File: src/rtl/reg_file_host.sv
// reg_file_host: single-outstanding command controller in front of a reg_file.
// Turns valid/ready requests into register-file strobes, absorbs the file's
// one-cycle read latency and returns data or an address error on the response
// channel. Every output is a flop or a decode of flops; request inputs only
// feed next-state logic.
module reg_file_host #(
    parameter int DATA_WIDTH = 16,
    parameter int REG_NUMBER = 8,
    localparam int ADDR_W    = $clog2(REG_NUMBER) + 1
) (
    input  logic                  clk,
    input  logic                  rst_n,
    // request channel
    input  logic                  req_valid,
    output logic                  req_ready,
    input  logic                  req_write,
    input  logic [ADDR_W-1:0]     req_addr,
    input  logic [DATA_WIDTH-1:0] req_wdata,
    // response channel
    output logic                  rsp_valid,
    input  logic                  rsp_ready,
    output logic                  rsp_write,
    output logic                  rsp_err,
    output logic [DATA_WIDTH-1:0] rsp_rdata,
    // register file access port
    output logic                  rf_en_w,
    output logic                  rf_en_r,
    output logic [ADDR_W-1:0]     rf_select_w,
    output logic [ADDR_W-1:0]     rf_select_r,
    output logic [DATA_WIDTH-1:0] rf_data_in,
    input  logic [DATA_WIDTH-1:0] rf_data_out
);

    localparam logic [1:0] S_IDLE    = 2'd0;
    localparam logic [1:0] S_ISSUE   = 2'd1;
    localparam logic [1:0] S_CAPTURE = 2'd2;
    localparam logic [1:0] S_RESP    = 2'd3;

    localparam logic [ADDR_W-1:0] REG_LAST = ADDR_W'(REG_NUMBER - 1);

    logic [1:0]            state_q, state_d;
    logic                  ready_q, ready_d;
    logic                  wr_q, wr_d;
    logic                  err_q, err_d;
    logic [ADDR_W-1:0]     addr_q, addr_d;
    logic [DATA_WIDTH-1:0] wdata_q, wdata_d;
    logic [DATA_WIDTH-1:0] rdata_q, rdata_d;
    logic                  req_oor;

    assign req_oor = (req_addr > REG_LAST);

    // Next-state, request latching and read-data capture.
    always_comb begin
        state_d = state_q;
        wr_d    = wr_q;
        err_d   = err_q;
        addr_d  = addr_q;
        wdata_d = wdata_q;
        rdata_d = rdata_q;
        case (state_q)
            S_IDLE: begin
                if (req_valid && ready_q) begin
                    wr_d    = req_write;
                    err_d   = req_oor;
                    rdata_d = '0;
                    // Out-of-range requests leave the select/data lines on
                    // their previous values so a bad index never shows up
                    // on the register file port.
                    if (!req_oor) begin
                        addr_d  = req_addr;
                        wdata_d = req_wdata;
                    end
                    state_d = S_ISSUE;
                end
            end
            S_ISSUE: begin
                state_d = (!wr_q && !err_q) ? S_CAPTURE : S_RESP;
            end
            S_CAPTURE: begin
                rdata_d = rf_data_out;
                state_d = S_RESP;
            end
            default: begin
                if (rsp_ready) state_d = S_IDLE;
            end
        endcase
        // Registered so req_ready stays low while reset is held and rises
        // on the first edge after release.
        ready_d = (state_d == S_IDLE);
    end

    // State and datapath registers; reset clears everything to 0.
    always_ff @(posedge clk or negedge rst_n) begin
        if (!rst_n) begin
            state_q <= S_IDLE;
            ready_q <= 1'b0;
            wr_q    <= 1'b0;
            err_q   <= 1'b0;
            addr_q  <= '0;
            wdata_q <= '0;
            rdata_q <= '0;
        end else begin
            state_q <= state_d;
            ready_q <= ready_d;
            wr_q    <= wr_d;
            err_q   <= err_d;
            addr_q  <= addr_d;
            wdata_q <= wdata_d;
            rdata_q <= rdata_d;
        end
    end

    assign req_ready   = ready_q;
    assign rsp_valid   = (state_q == S_RESP);
    assign rsp_write   = wr_q;
    assign rsp_err     = err_q;
    assign rsp_rdata   = rdata_q;
    // Strobes only in ISSUE, and write/read are mutually exclusive via wr_q.
    assign rf_en_w     = (state_q == S_ISSUE) && wr_q && !err_q;
    assign rf_en_r     = (state_q == S_ISSUE) && !wr_q && !err_q;
    assign rf_select_w = addr_q;
    assign rf_select_r = addr_q;
    assign rf_data_in  = wdata_q;

endmodule

File: config.mk
export PLATFORM = sky130hd
export DESIGN_NAME = reg_file_host
export DESIGN_NICKNAME = d
export VERILOG_FILES = /design/src/rtl/reg_file_host.sv
export SDC_FILE = /design/constraint.sdc
export NUM_CORES = 1
export LEC_CHECK = 0
export ABC_CLOCK_PERIOD_IN_PS = 3050
export BUFFER_PORTS_ARGS = -buffer_cell sky130_fd_sc_hd__buf_2
export CAP_MARGIN = 25
export CORE_MARGIN = 1.5
export CORE_UTILIZATION = 51
export CTS_BUF_LIST = sky130_fd_sc_hd__clkbuf_4
export CTS_CLUSTER_DIAMETER = 200
export CTS_CLUSTER_SIZE = 25
export DETAILED_ROUTE_END_ITERATION = 7
export PLACE_DENSITY_LB_ADDON = 0.12
export SKIP_CTS_REPAIR_TIMING = 1
export SLEW_MARGIN = 20
export SYNTH_ARGS = -nofsm -noshare
export SYNTH_HDL_FRONTEND = slang
export SYNTH_SLANG_ARGS = --single-unit
export TNS_END_PERCENT = 20
File: constraint.sdc
create_clock -name clk -period 3.05 [get_ports clk]
set_input_delay 0.1525 -clock clk [delete_from_list [all_inputs] [get_ports clk]]
set_output_delay 0.1525 -clock clk [all_outputs]
set_load 0.005 [all_outputs]
==> results of run 1 <==
-- kinds of logic (layout without fill, tap and decap cells) --
kind of cell / Yosys count / after routing / share of synthesized area
compound gates: 7 / 7 / 0.0231
fa+ha+maj: 4 / 4 / 0.0280
buf+inv: 30 / 122 / 0.0861
flops: 41 / 41 / 0.574
mux: 37 / 37 / 0.222
simple gates: 24 / 24 / 0.0665
-- power by group through the flow --
stage / Clock, mW / Sequential (mW) / Combinational (mW)
final: 0.270 / 0.915 / 0.879
after floorplan: 0 / 0.939 / 0.526
after detailed placement: 0 / 0.928 / 0.880
after CTS: 0.279 / 0.915 / 0.885
after global routing: 0.305 / 0.949 / 0.972
after global placement: 0 / 0.908 / 0.842
-- layer usage --
metal  track usage  vias to the layer above  wire, microns
met3        0.0670                        6            234
met2         0.327                       50           1740
met1         0.239                      641           1460
li1              -                      633              -
met5             0                        -              0
met4        0.0722                        0             47
-- final timing paths --
path	start	to	slack [ns]	cells after the start
max	state_q[0]$_DFF_PN0_	rsp_rdata[6]$_DFFE_PN0P_	1.09	6
min	req_wdata[12]	rf_data_in[12]$_DFFE_PN0P_	0.02	2
max reg2reg	state_q[0]$_DFF_PN0_	rsp_rdata[6]$_DFFE_PN0P_	1.09	6
min reg2reg	rf_data_in[15]$_DFFE_PN0P_	rf_data_in[15]$_DFFE_PN0P_	0.52	1
max in group asynchronous	rst_n	req_ready$_DFF_PN0_	2.07	2
min in group asynchronous	rst_n	rf_data_in[2]$_DFFE_PN0P_	0.44	2
-- state kept, by name, summed over array words and instances (netlist names) --
name	cells
rf_data_in	16
rf_select_r	4
rsp_err	1
state_q	2
req_ready	1
rsp_write	1
rsp_rdata	16
-- stage by stage --
step	total power [mW]	hold WS, ns	std cells
6_report	2.06	0.0222	281
5_1_grt	2.23	0.000844	281
4_1_cts	2.08	-0.0744	275
3_5_place_dp	1.81	0.323	267
3_3_place_gp	1.75	0.304	267
2_1_floorplan	1.47	-0.143	143
-- cell usage in the layout (no fill, tap or decap), types with 2 or more instances in the layout --
cell	count
clkbuf_4	6
ha_1	4
and2_1	2
dfrtp_1	41
clkinv_2	2
buf_2	86
o21ai_0	3
a21oi_1	2
dlygate4sd3_1	6
mux2_2	21
nand2_1	16
inv_1	21
mux2i_1	16
-- cell type report --
cell class / instances / area [sq um]
clock buffer: 6 / 45.0
clock inverter: 2 / 10.0
timing repair buffer: 93 / 498
fill: 262 / 1010
multi-input combinational: 72 / 607
inverter: 21 / 78.8
sequential: 41 / 1030
tap: 46 / 57.6
==> results.md, run 1 <==
* Peak supply drop at 545 uV
* Syn nets at approximately 190
* Synth area leaders: dfrtp_1 (57%), mux2_2 (13%), mux2i_1 (9.0%), inv_1 (4.4%), nand2_1 (3.4%)
* Pre-CTS setup slack at between 1 and 1.5 ns
* Synthesized instance count at 143
* Clock network fraction of design power at 0.131
* Number of antenna diodes at 0
* PortBufs at 86
* DPL Wire Length at approximately 2500 microns
* Sum Neg Setup Slack at 0 ns
* Routed len/inst at between 10 and 15 microns
* CTS sink count at 41
* Fraction of registers with async set/reset at 1.00
* Worst Setup Start Kind: flop
* Worst Hold Class: input pin to flop
* Initial antenna violation count at 0
* Vias per cell at 4.73
* Primary FF master, synth: dfrtp_1
* Initial drt markers at 86
* Worst Path Buf+Inv at 3
* CP max stage cell: ha_1
* Vias in the first global route at ~1.3k
* Unique masters post-synth at 20
* Ports at between 80 and 90
* Number of enable flip-flop cells after synthesis at 0
* Yosys top cell area share at 0.574
* GPL Wtd Cong at 0.719
* Power Internal at 1.35 mW
* Final Core Density at 0.696
* Power share of the sequential group at 0.443
* Setup Skew at between 0.007 and 0.008 ns
* First-pass DRT Iterations at 4
* Die height at 62.2 microns
* Antenna viol nets, final at 0
* Starting Density at 0.535
* Die area at around 3900 sq um
* Cell Rows at 21
* Longest Clk Path Bufs at 2
* Combinational Power Share at 0.426
* Status: finished clean
* Seq/Total Area, Yosys at 0.574
* CP arrival at between 2 and 2.5 ns
* Final min period at between 1.5 and 2 ns
* Synth Cell Area at ~1800 sq um
* #FFs+latches synth at between 40 and 50
* Chip width at 62.2 microns
* Finished Cell Area at 2320 sq um
* Area delta synth->final at 30.0%
* Slew @ Worst Pin at 0.873 ns
* WL final at around 3500 microns
* Placed Area at 2210 sq um
* CP Max Fanout at 18
* # Max-Cap Violations at 0
* Mean Syn Cell Area at approximately 12 sq um
* CTS Buf Count at 5
* Leakage power at around 1.3 nW
* Final setup fails at 0
* GRT overflow at 0
* FMAX at 0.510 GHz
* Crit path cell chain: inv_1 -> ha_1 -> inv_1 -> o21ai_2 -> buf_4 -> mux2i_1
* Reg clk slew, reported paths at roughly 0.12 ns
* Delay-heaviest family, CP: buffers and inverters
* Final hold violations at 0
* Core area at around 3300 sq um
* Most frequent cell after synthesis: dfrtp_1
* All-Layer GR Usage at 0.197
* Clock root buffer: clkbuf_4
* Power Density at a little under 900 nW/um^2
* CTS tree: done
* Psw at approximately 720 uW
* RSZ-0062 raised after global routing: no
* Max-slew violation count at 0
* Rel. slew slack at 0.418
* Net Sw Frac at 0.348
* CP most frequent cell: inv_1
* Largest stage delay on the critical path at about 0.53 ns
* Drc violations at 0
* Share of layout cells above drive strength 1 at 0.506
* Final period utilization at 0.642
* Setup crit end kind: flop
* CP Class: flop to flop
* Synth top cells by count: dfrtp_1 (41), inv_1 (21), mux2_2 (21), mux2i_1 (16), nand2_1 (16)
* Dominant cell type by area after synthesis: dfrtp_1
* Nets@finish at between 200 and 300
* Worst EP required at 3.33 ns
* First-pass GRT wire length at around 5900 microns
* H-tree depth at 2
* Largest net degree at the start of global routing at 42
* Final critical-path setup slack at approximately 1.1 ns
* Routed via count at approximately 1.3k
* Synth warn at 0
* Clock Latency Late Sink at between 0.3 and 0.4 ns
Power figures use the tool's default switching activity.
==> run 2, diff against run 1 <==
ABC_AREA = 1   (was not set)
ABC_CLOCK_PERIOD_IN_PS = 1990   (was 3050)
CORE_UTILIZATION = 47   (was 51)
clock period = 1.99 ns   (was 3.05 ns; I/O delays follow)
==> run 2 against run 1 <==
  * The run now ends with negative hold slack left
  * Hold slack worse by 0.030 ns
  * Wire length up 20%
  * Clock-buffer cell count down 1
  * Critical path depth unchanged
  * Sequential cell count unchanged
  * Register-to-register slack worse by 0.79 ns
  * Sequential power up 51%
  * Via count up 22%
  * Critical endpoint is now rsp_rdata[5]$_DFFE_PN0P_
  * Highest routed layer unchanged
==> results.md, run 2 <==
* Vias per cell at 4.58 (was 4.73)
* Status: finished, violations left (was finished clean)
* Sum Neg Setup Slack at 0 ns (unchanged)
* WL final at 4170 microns (was 3480 microns)
* Routed len/inst at 11.8 microns (was 12.4 microns)
* Worst Setup Start Kind: flop (unchanged)
* Initial antenna violation count at 0 (unchanged)
* Clock Latency Late Sink at 0.35 ns (about the same)
* Nets@finish at 351 (was 279)
* Dominant cell type by area after synthesis: dfrtp_1 (unchanged)
* CP arrival at 1.97 ns (was 2.24 ns)
* Initial drt markers at 74 (was 86)
* Peak supply drop at 716 uV (was 545 uV)
* DPL Wire Length at 2600 microns (was 2550 microns)
* First-pass GRT wire length at 6150 microns (was 5870 microns)
* #FFs+latches synth at 41 (unchanged)
* Synth warn at 0 (unchanged)
* Synth Cell Area at 1740 sq um (was 1790 sq um)
* Rel. slew slack at 0.529 (was 0.418)
* Total power at 3.02 mW (was 2.06 mW)
* Synthesized instance count at 190 (was 143)
* Drc violations at 0 (unchanged)
* CP Max Fanout at 32 (was 18)
* Worst EP required at 2.28 ns (was 3.33 ns)
* Unique masters post-synth at 19 (was 20)
* Finished Cell Area at 2540 sq um (was 2320 sq um)
* CP Class: flop to flop (unchanged)
* Hold WS at -0.00791 ns (was 0.0222 ns)
* Power Density at 1190 nW/um^2 (was 889 nW/um^2)
* Chip width at 63.8 microns (was 62.2 microns)
* Fraction of registers with async set/reset at 1.00 (unchanged)
* Clock root buffer: clkbuf_4 (unchanged)
* Pre-CTS setup slack at -0.0139 ns (was 1.12 ns)
* Final min period at 1.69 ns (was 1.96 ns)
* All-Layer GR Usage at 0.193 (was 0.197)
* Mean Syn Cell Area at 9.15 sq um (was 12.5 sq um)
* Leakage power at 1.42 nW (was 1.25 nW)
* Synth top cells by count: nand2_1 (65), dfrtp_1 (41), inv_1 (21), nand3_1 (17), o21ai_1 (10) (was dfrtp_1 (41), inv_1 (21), mux2_2 (21), mux2i_1 (16), nand2_1 (16))
* Area delta synth->final at 46.2% (was 30.0%)
* GRT overflow at 0 (unchanged)
* Number of enable flip-flop cells after synthesis at 0 (unchanged)
* RSZ-0062 raised after global routing: no (unchanged)
* Die area at 4070 sq um (was 3870 sq um)
* CTS Buf Count at 5 (unchanged)
* First-pass DRT Iterations at 5 (was 4)
* Largest net degree at the start of global routing at 33 (was 42)
* Routed via count at 1618 (was 1330)
* Die height at 63.8 microns (was 62.2 microns)
* CTS tree: done (unchanged)
* Final hold violations at 3 (was 0)
* Vias in the first global route at 1443 (was 1303)
* Yosys top cell area share at 0.590 (was 0.574)
* # Max-Cap Violations at 0 (unchanged)
* FMAX at 0.592 GHz (was 0.510 GHz)
* Reg clk slew, reported paths at 0.12 ns (about the same)
* Violated checks: negative hold slack
* Final setup fails at 0 (unchanged)
* Cell Rows at 21 (unchanged)
* Seq/Total Area, Yosys at 0.590 (was 0.574)
* Antenna viol nets, final at 0 (unchanged)
* Core area at 3440 sq um (was 3340 sq um)
* Most common cell after layout, fill and taps aside: buf_2 (unchanged)
* Longest Clk Path Bufs at 2 (unchanged)
* GPL Wtd Cong at 0.737 (was 0.719)
* CTS sink count at 41 (unchanged)
* Slew @ Worst Pin at 0.705 ns (was 0.873 ns)
* Synth area leaders: dfrtp_1 (59%), nand2_1 (14%), nand3_1 (4.9%), inv_1 (4.5%), buf_4 (3.9%) (was dfrtp_1 (57%), mux2_2 (13%), mux2i_1 (9.0%), inv_1 (4.4%), nand2_1 (3.4%))
* Setup crit end kind: flop (unchanged)
* Number of antenna diodes at 0 (unchanged)
* Most frequent cells in the layout: buf_2 (86), nand2_1 (65), dfrtp_1 (41), dlygate4sd3_1 (31), inv_1 (21) (was buf_2 (86), dfrtp_1 (41), inv_1 (21), mux2_2 (21))
* Primary FF master, synth: dfrtp_1 (unchanged)
* Final critical-path setup slack at 0.301 ns (was 1.09 ns)
* Final period utilization at 0.849 (was 0.642)
* Most frequent cell after synthesis: nand2_1 (was dfrtp_1)
* PortBufs at 86 (unchanged)
* Filler instances at 287 (was 262)
* Share of layout cells above drive strength 1 at 0.336 (was 0.506)
* Finished Layout Cells at 353 (was 281)
* DP Cell Count at 314 (was 267)
* Worst Hold Class: input pin to flop (unchanged)
* Setup Skew at 0.0134 ns (was 0.00771 ns)
* Max-slew violation count at 0 (unchanged)
* Starting Density at 0.505 (was 0.535)
* Syn nets at 235 (was 188)
* Ports at 87 (unchanged)
* Placed Area at 2170 sq um (was 2210 sq um)
* H-tree depth at 2 (unchanged)
-- run 2: kinds of logic (layout without fill, tap and decap cells) --
family / after synthesis / count (layout) / synth area share
mux: 1 / 1 / 0.00648
flops: 41 / 41 / 0.590
simple gates: 89 / 89 / 0.212
compound gates: 20 / 20 / 0.0619
fa+ha+maj: 4 / 4 / 0.0288
buf+inv: 35 / 152 / 0.100
-- run 2: final cells by class --
class	instances	area, sq um	share of cell area
clock inverter	3	17.5	0.00689
multi-input combinational	114	546	0.215
clock buffer	5	37.5	0.0148
tap	46	57.6	0.0226
sequential	41	1030	0.404
inverter	23	86.3	0.0340
timing repair buffer	121	771	0.303
-- run 2: metrics by stage --
stage | hold slack [ns] | utilization
after floorplan | -0.196 | -
after global placement | 0.0811 | 0.630
after detailed placement | 0.0786 | 0.630
after CTS | -0.312 | 0.646
after global routing | 0.00832 | 0.738
final | -0.00791 | 0.738
-- run 2: critical path, cell delays in order, from the launching register on --
cell	delay [ns]
dfrtp_1	0.43
inv_1	0.11
ha_1	0.18
inv_2	0.06
o21ai_4	0.57
nand3_1	0.17
o21ai_0	0.11
-- run 2: final timing paths --
path | from | to | slack (ns) | cells after the start
worst min register to register | rf_data_in[15]$_DFFE_PN0P_ | rf_data_in[15]$_DFFE_PN0P_ | 0.48 | 2
worst max-delay path | state_q[0]$_DFF_PN0_ | rsp_rdata[5]$_DFFE_PN0P_ | 0.30 | 6
worst min-delay path | rf_data_out[15] | rsp_rdata[15]$_DFFE_PN0P_ | -0.008 | 3
worst max register to register | state_q[0]$_DFF_PN0_ | rsp_rdata[5]$_DFFE_PN0P_ | 0.30 | 6
min in group asynchronous | rst_n | rf_data_in[8]$_DFFE_PN0P_ | 0.24 | 2
max in group asynchronous | rst_n | req_ready$_DFF_PN0_ | 1.21 | 3
-- run 2: power breakdown --
part	total, mW	switching [mW]	leakage [nW]	internal [mW]
sequential	1.38	0.204	0.528	1.17
clock	0.404	0.270	0.0326	0.134
combinational	1.24	0.673	0.854	0.569
-- run 2: per-layer routing --
layer | part of all wire | global-route usage | vias up
li1 | - | - | 812
met1 | 0.44 | 0.258 | 743
met2 | 0.50 | 0.307 | 56
met3 | 0.054 | 0.0493 | 7
met4 | 0.012 | 0.0652 | 0
met5 | 0 | 0 | -
==> run 3, diff against run 2 <==
ABC_CLOCK_PERIOD_IN_PS = 1600   (was 1990)
clock period = 1.6 ns   (was 1.99 ns; I/O delays follow)
==> run 3 against run 2 <==
  * The flow still finishes with violations (negative hold slack)
  * Total power increased by 37%
  * Clock power increased by 67%
  * Global-route usage decreased by 0.67 points
  * Maximum frequency increased by 12%
  * Wire length increased by 1.2%
==> results.md, run 3 (synthesized netlist as in run 2, its figures left out) <==
* Die height at 63.8 microns (unchanged)
* Initial drt markers at 89 (was 74)
* Worst Hold Class: input pin to flop (unchanged)
* GRT overflow at 0 (unchanged)
* Area delta synth->final at 53.9% (was 46.2%)
* Critical Path Source: state_q[0]$_DFF_PN0_ (unchanged)
* Routed len/inst at 11.8 microns (about the same)
* CTS sink count at 41 (unchanged)
* First-pass GRT wire length at 6000 microns (was 6150 microns)
* Number of antenna diodes at 0 (unchanged)
* Share of layout cells above drive strength 1 at 0.341 (was 0.336)
* Worst hold start: rf_data_out[5] (was rf_data_out[15])
* Finished Layout Cells at 357 (was 353)
* CTS tree: done (unchanged)
* Clock network fraction of design power at 0.163 (was 0.134)
* Vias per cell at 4.67 (was 4.58)
* Drc violations at 0 (unchanged)
* Final setup fails at 0 (unchanged)
* GPL Wtd Cong at 0.764 (was 0.737)
* Routed via count at 1666 (was 1618)
* FMAX at 0.666 GHz (was 0.592 GHz)
* Violated checks: negative hold slack (unchanged)
* Psw at 1.51 mW (was 1.15 mW)
* Setup crit end kind: flop (unchanged)
* DPL Wire Length at 2470 microns (was 2600 microns)
* Largest net degree at the start of global routing at 42 (was 33)
* All-Layer GR Usage at 0.186 (was 0.193)
* CP Max Fanout at 16 (was 32)
* Final min period at 1.50 ns (was 1.69 ns)
* Worst r2r src: state_q[0]$_DFF_PN0_ (unchanged)
* Leakage power at 1.46 nW (was 1.42 nW)
* Chip width at 63.8 microns (unchanged)
* Die area at 4070 sq um (unchanged)
* CTS Buf Count at 5 (unchanged)
* Most frequent cells in the layout: buf_2 (86), nand2_1 (65), dfrtp_1 (41), dlygate4sd3_1 (34), inv_1 (21) (was buf_2 (86), nand2_1 (65), dfrtp_1 (41), dlygate4sd3_1 (31), inv_1 (21))
* Power Internal at 2.64 mW (was 1.88 mW)
* Final period utilization at 0.938 (was 0.849)
* Longest Clk Path Bufs at 2 (unchanged)
* Clock root buffer: clkbuf_4 (unchanged)
* Max-slew violation count at 0 (unchanged)
* Power Density at 1550 nW/um^2 (was 1190 nW/um^2)
* Worst R2R Setup Slack at 0.1 ns (was 0.30 ns)
* WL final at 4220 microns (was 4170 microns)
* DP Cell Count at 314 (unchanged)
* Power share of the sequential group at 0.415 (was 0.455)
* Net Sw Frac at 0.364 (was 0.380)
* Hold WS at -0.0320 ns (was -0.00791 ns)
* Status: finished, violations left (unchanged)
* CP arrival at 1.77 ns (was 1.97 ns)
* Reg2Reg Depth at 7 (was 6)
* Nets@finish at 355 (was 351)
* Combinational Power Share at 0.422 (was 0.411)
* Worst r2r dst: rsp_rdata[11]$_DFFE_PN0P_ (was rsp_rdata[5]$_DFFE_PN0P_)
* Worst Setup Start Kind: flop (unchanged)
* Reg clk slew, reported paths at 0.12 ns (about the same)
* H-tree depth at 2 (unchanged)
* Filler instances at 242 (was 287)
* Vias in the first global route at 1421 (was 1443)
* Cell Rows at 21 (unchanged)
* Total power at 4.15 mW (was 3.02 mW)
* # Max-Cap Violations at 0 (unchanged)
* Initial antenna violation count at 0 (unchanged)
* Antenna viol nets, final at 0 (unchanged)
* Most common cell after layout, fill and taps aside: buf_2 (unchanged)
* Hold depth at 3 (unchanged)
* CP Class: flop to flop (unchanged)
* First-pass DRT Iterations at 4 (was 5)
* Starting Density at 0.505 (unchanged)
* Rel. slew slack at 0.860 (was 0.529)
* Ports at 87 (unchanged)
* Core area at 3440 sq um (unchanged)
* Worst EP required at 1.87 ns (was 2.28 ns)
* Final hold violations at 3 (unchanged)
* Pre-CTS setup slack at 0.0984 ns (was -0.0139 ns)
* Final critical-path setup slack at 0.0985 ns (was 0.301 ns)
* Peak supply drop at 953 uV (was 716 uV)
* Clock Latency Late Sink at 0.35 ns (about the same)
* PortBufs at 86 (unchanged)
* Slew @ Worst Pin at 0.210 ns (was 0.705 ns)
* Hold Crit Endpoint: rsp_rdata[5]$_DFFE_PN0P_ (was rsp_rdata[15]$_DFFE_PN0P_)
* Setup Skew at 0.0147 ns (was 0.0134 ns)
==> run 3: cell count changes in the layout (fill, tap and decap cells not counted), sizes merged <==
cell	previous run	this run
clkbuf	5	6
clkinv	3	1
bufinv	0	1
dlygate4sd3	31	34
clkinvlp	0	1
==> run 3: stage by stage <==
stage / util / hold slack, ns / cell area, sq um / TNS [ns]
2_1_floorplan: - / -0.216 / 1740 / 0
3_3_place_gp: 0.641 / 0.0686 / 2210 / 0
3_5_place_dp: 0.641 / 0.0658 / 2210 / 0
4_1_cts: 0.665 / -0.339 / 2290 / 0
5_1_grt: 0.777 / 0.0125 / 2680 / -0.00543
6_report: 0.777 / -0.0320 / 2680 / 0
==> run 3: critical path, cell delays in order (launching register included) <==
cell and delay (ns):
dfrtp_1 0.43, inv_1 0.11, ha_2 0.26, nand3_4 0.14, o21ai_4 0.12, buf_12 0.17, nand3_1 0.08, o21ai_1 0.11
==> run 3: worst max path at each step <==
stage | endpoint | slack [ns] | cells past startpoint
after floorplan | rf_data_in[10]$_DFFE_PN0P_ | 0.22 | 8
after global placement | rf_data_in[3]$_DFFE_PN0P_ | 0.16 | 7
after detailed placement | rf_select_r[0]$_DFFE_PN0P_ | 0.1 | 7
after CTS | rsp_rdata[9]$_DFFE_PN0P_ | 0.08 | 7
after global routing | rsp_rdata[1]$_DFFE_PN0P_ | -0.004 | 7
final | rsp_rdata[11]$_DFFE_PN0P_ | 0.1 | 7
==> run 3: layout make-up <==
class                      instances  area, sq um  area share
clock inverter                     3         46.3      0.0173
clock buffer                       5         37.5      0.0140
inverter                          23         88.8      0.0332
sequential                        41         1030       0.384
multi-input combinational        114          556       0.208
timing repair buffer             125          863       0.323
tap                               46         57.6      0.0215
==> run 3: power by group through the flow <==
stage / clock [mW] / sequential [mW] / combinational (mW)
final: 0.675 / 1.72 / 1.75
after global routing: 0.745 / 1.78 / 1.98
after floorplan: 0 / 1.76 / 0.869
after global placement: 0 / 1.72 / 1.52
after detailed placement: 0 / 1.73 / 1.54
after CTS: 0.693 / 1.71 / 1.55
==> run 3: per-layer routing <==
| metal | vias to the layer above | wire length, microns | GRT usage |
|---|---|---|---|
| met5 | - | 0 | 0 |
| met4 | 0 | 35 | 0.0489 |
| met3 | 5 | 269 | 0.0546 |
| met2 | 63 | 2140 | 0.301 |
| met1 | 771 | 1780 | 0.247 |
| li1 | 827 | - | - |
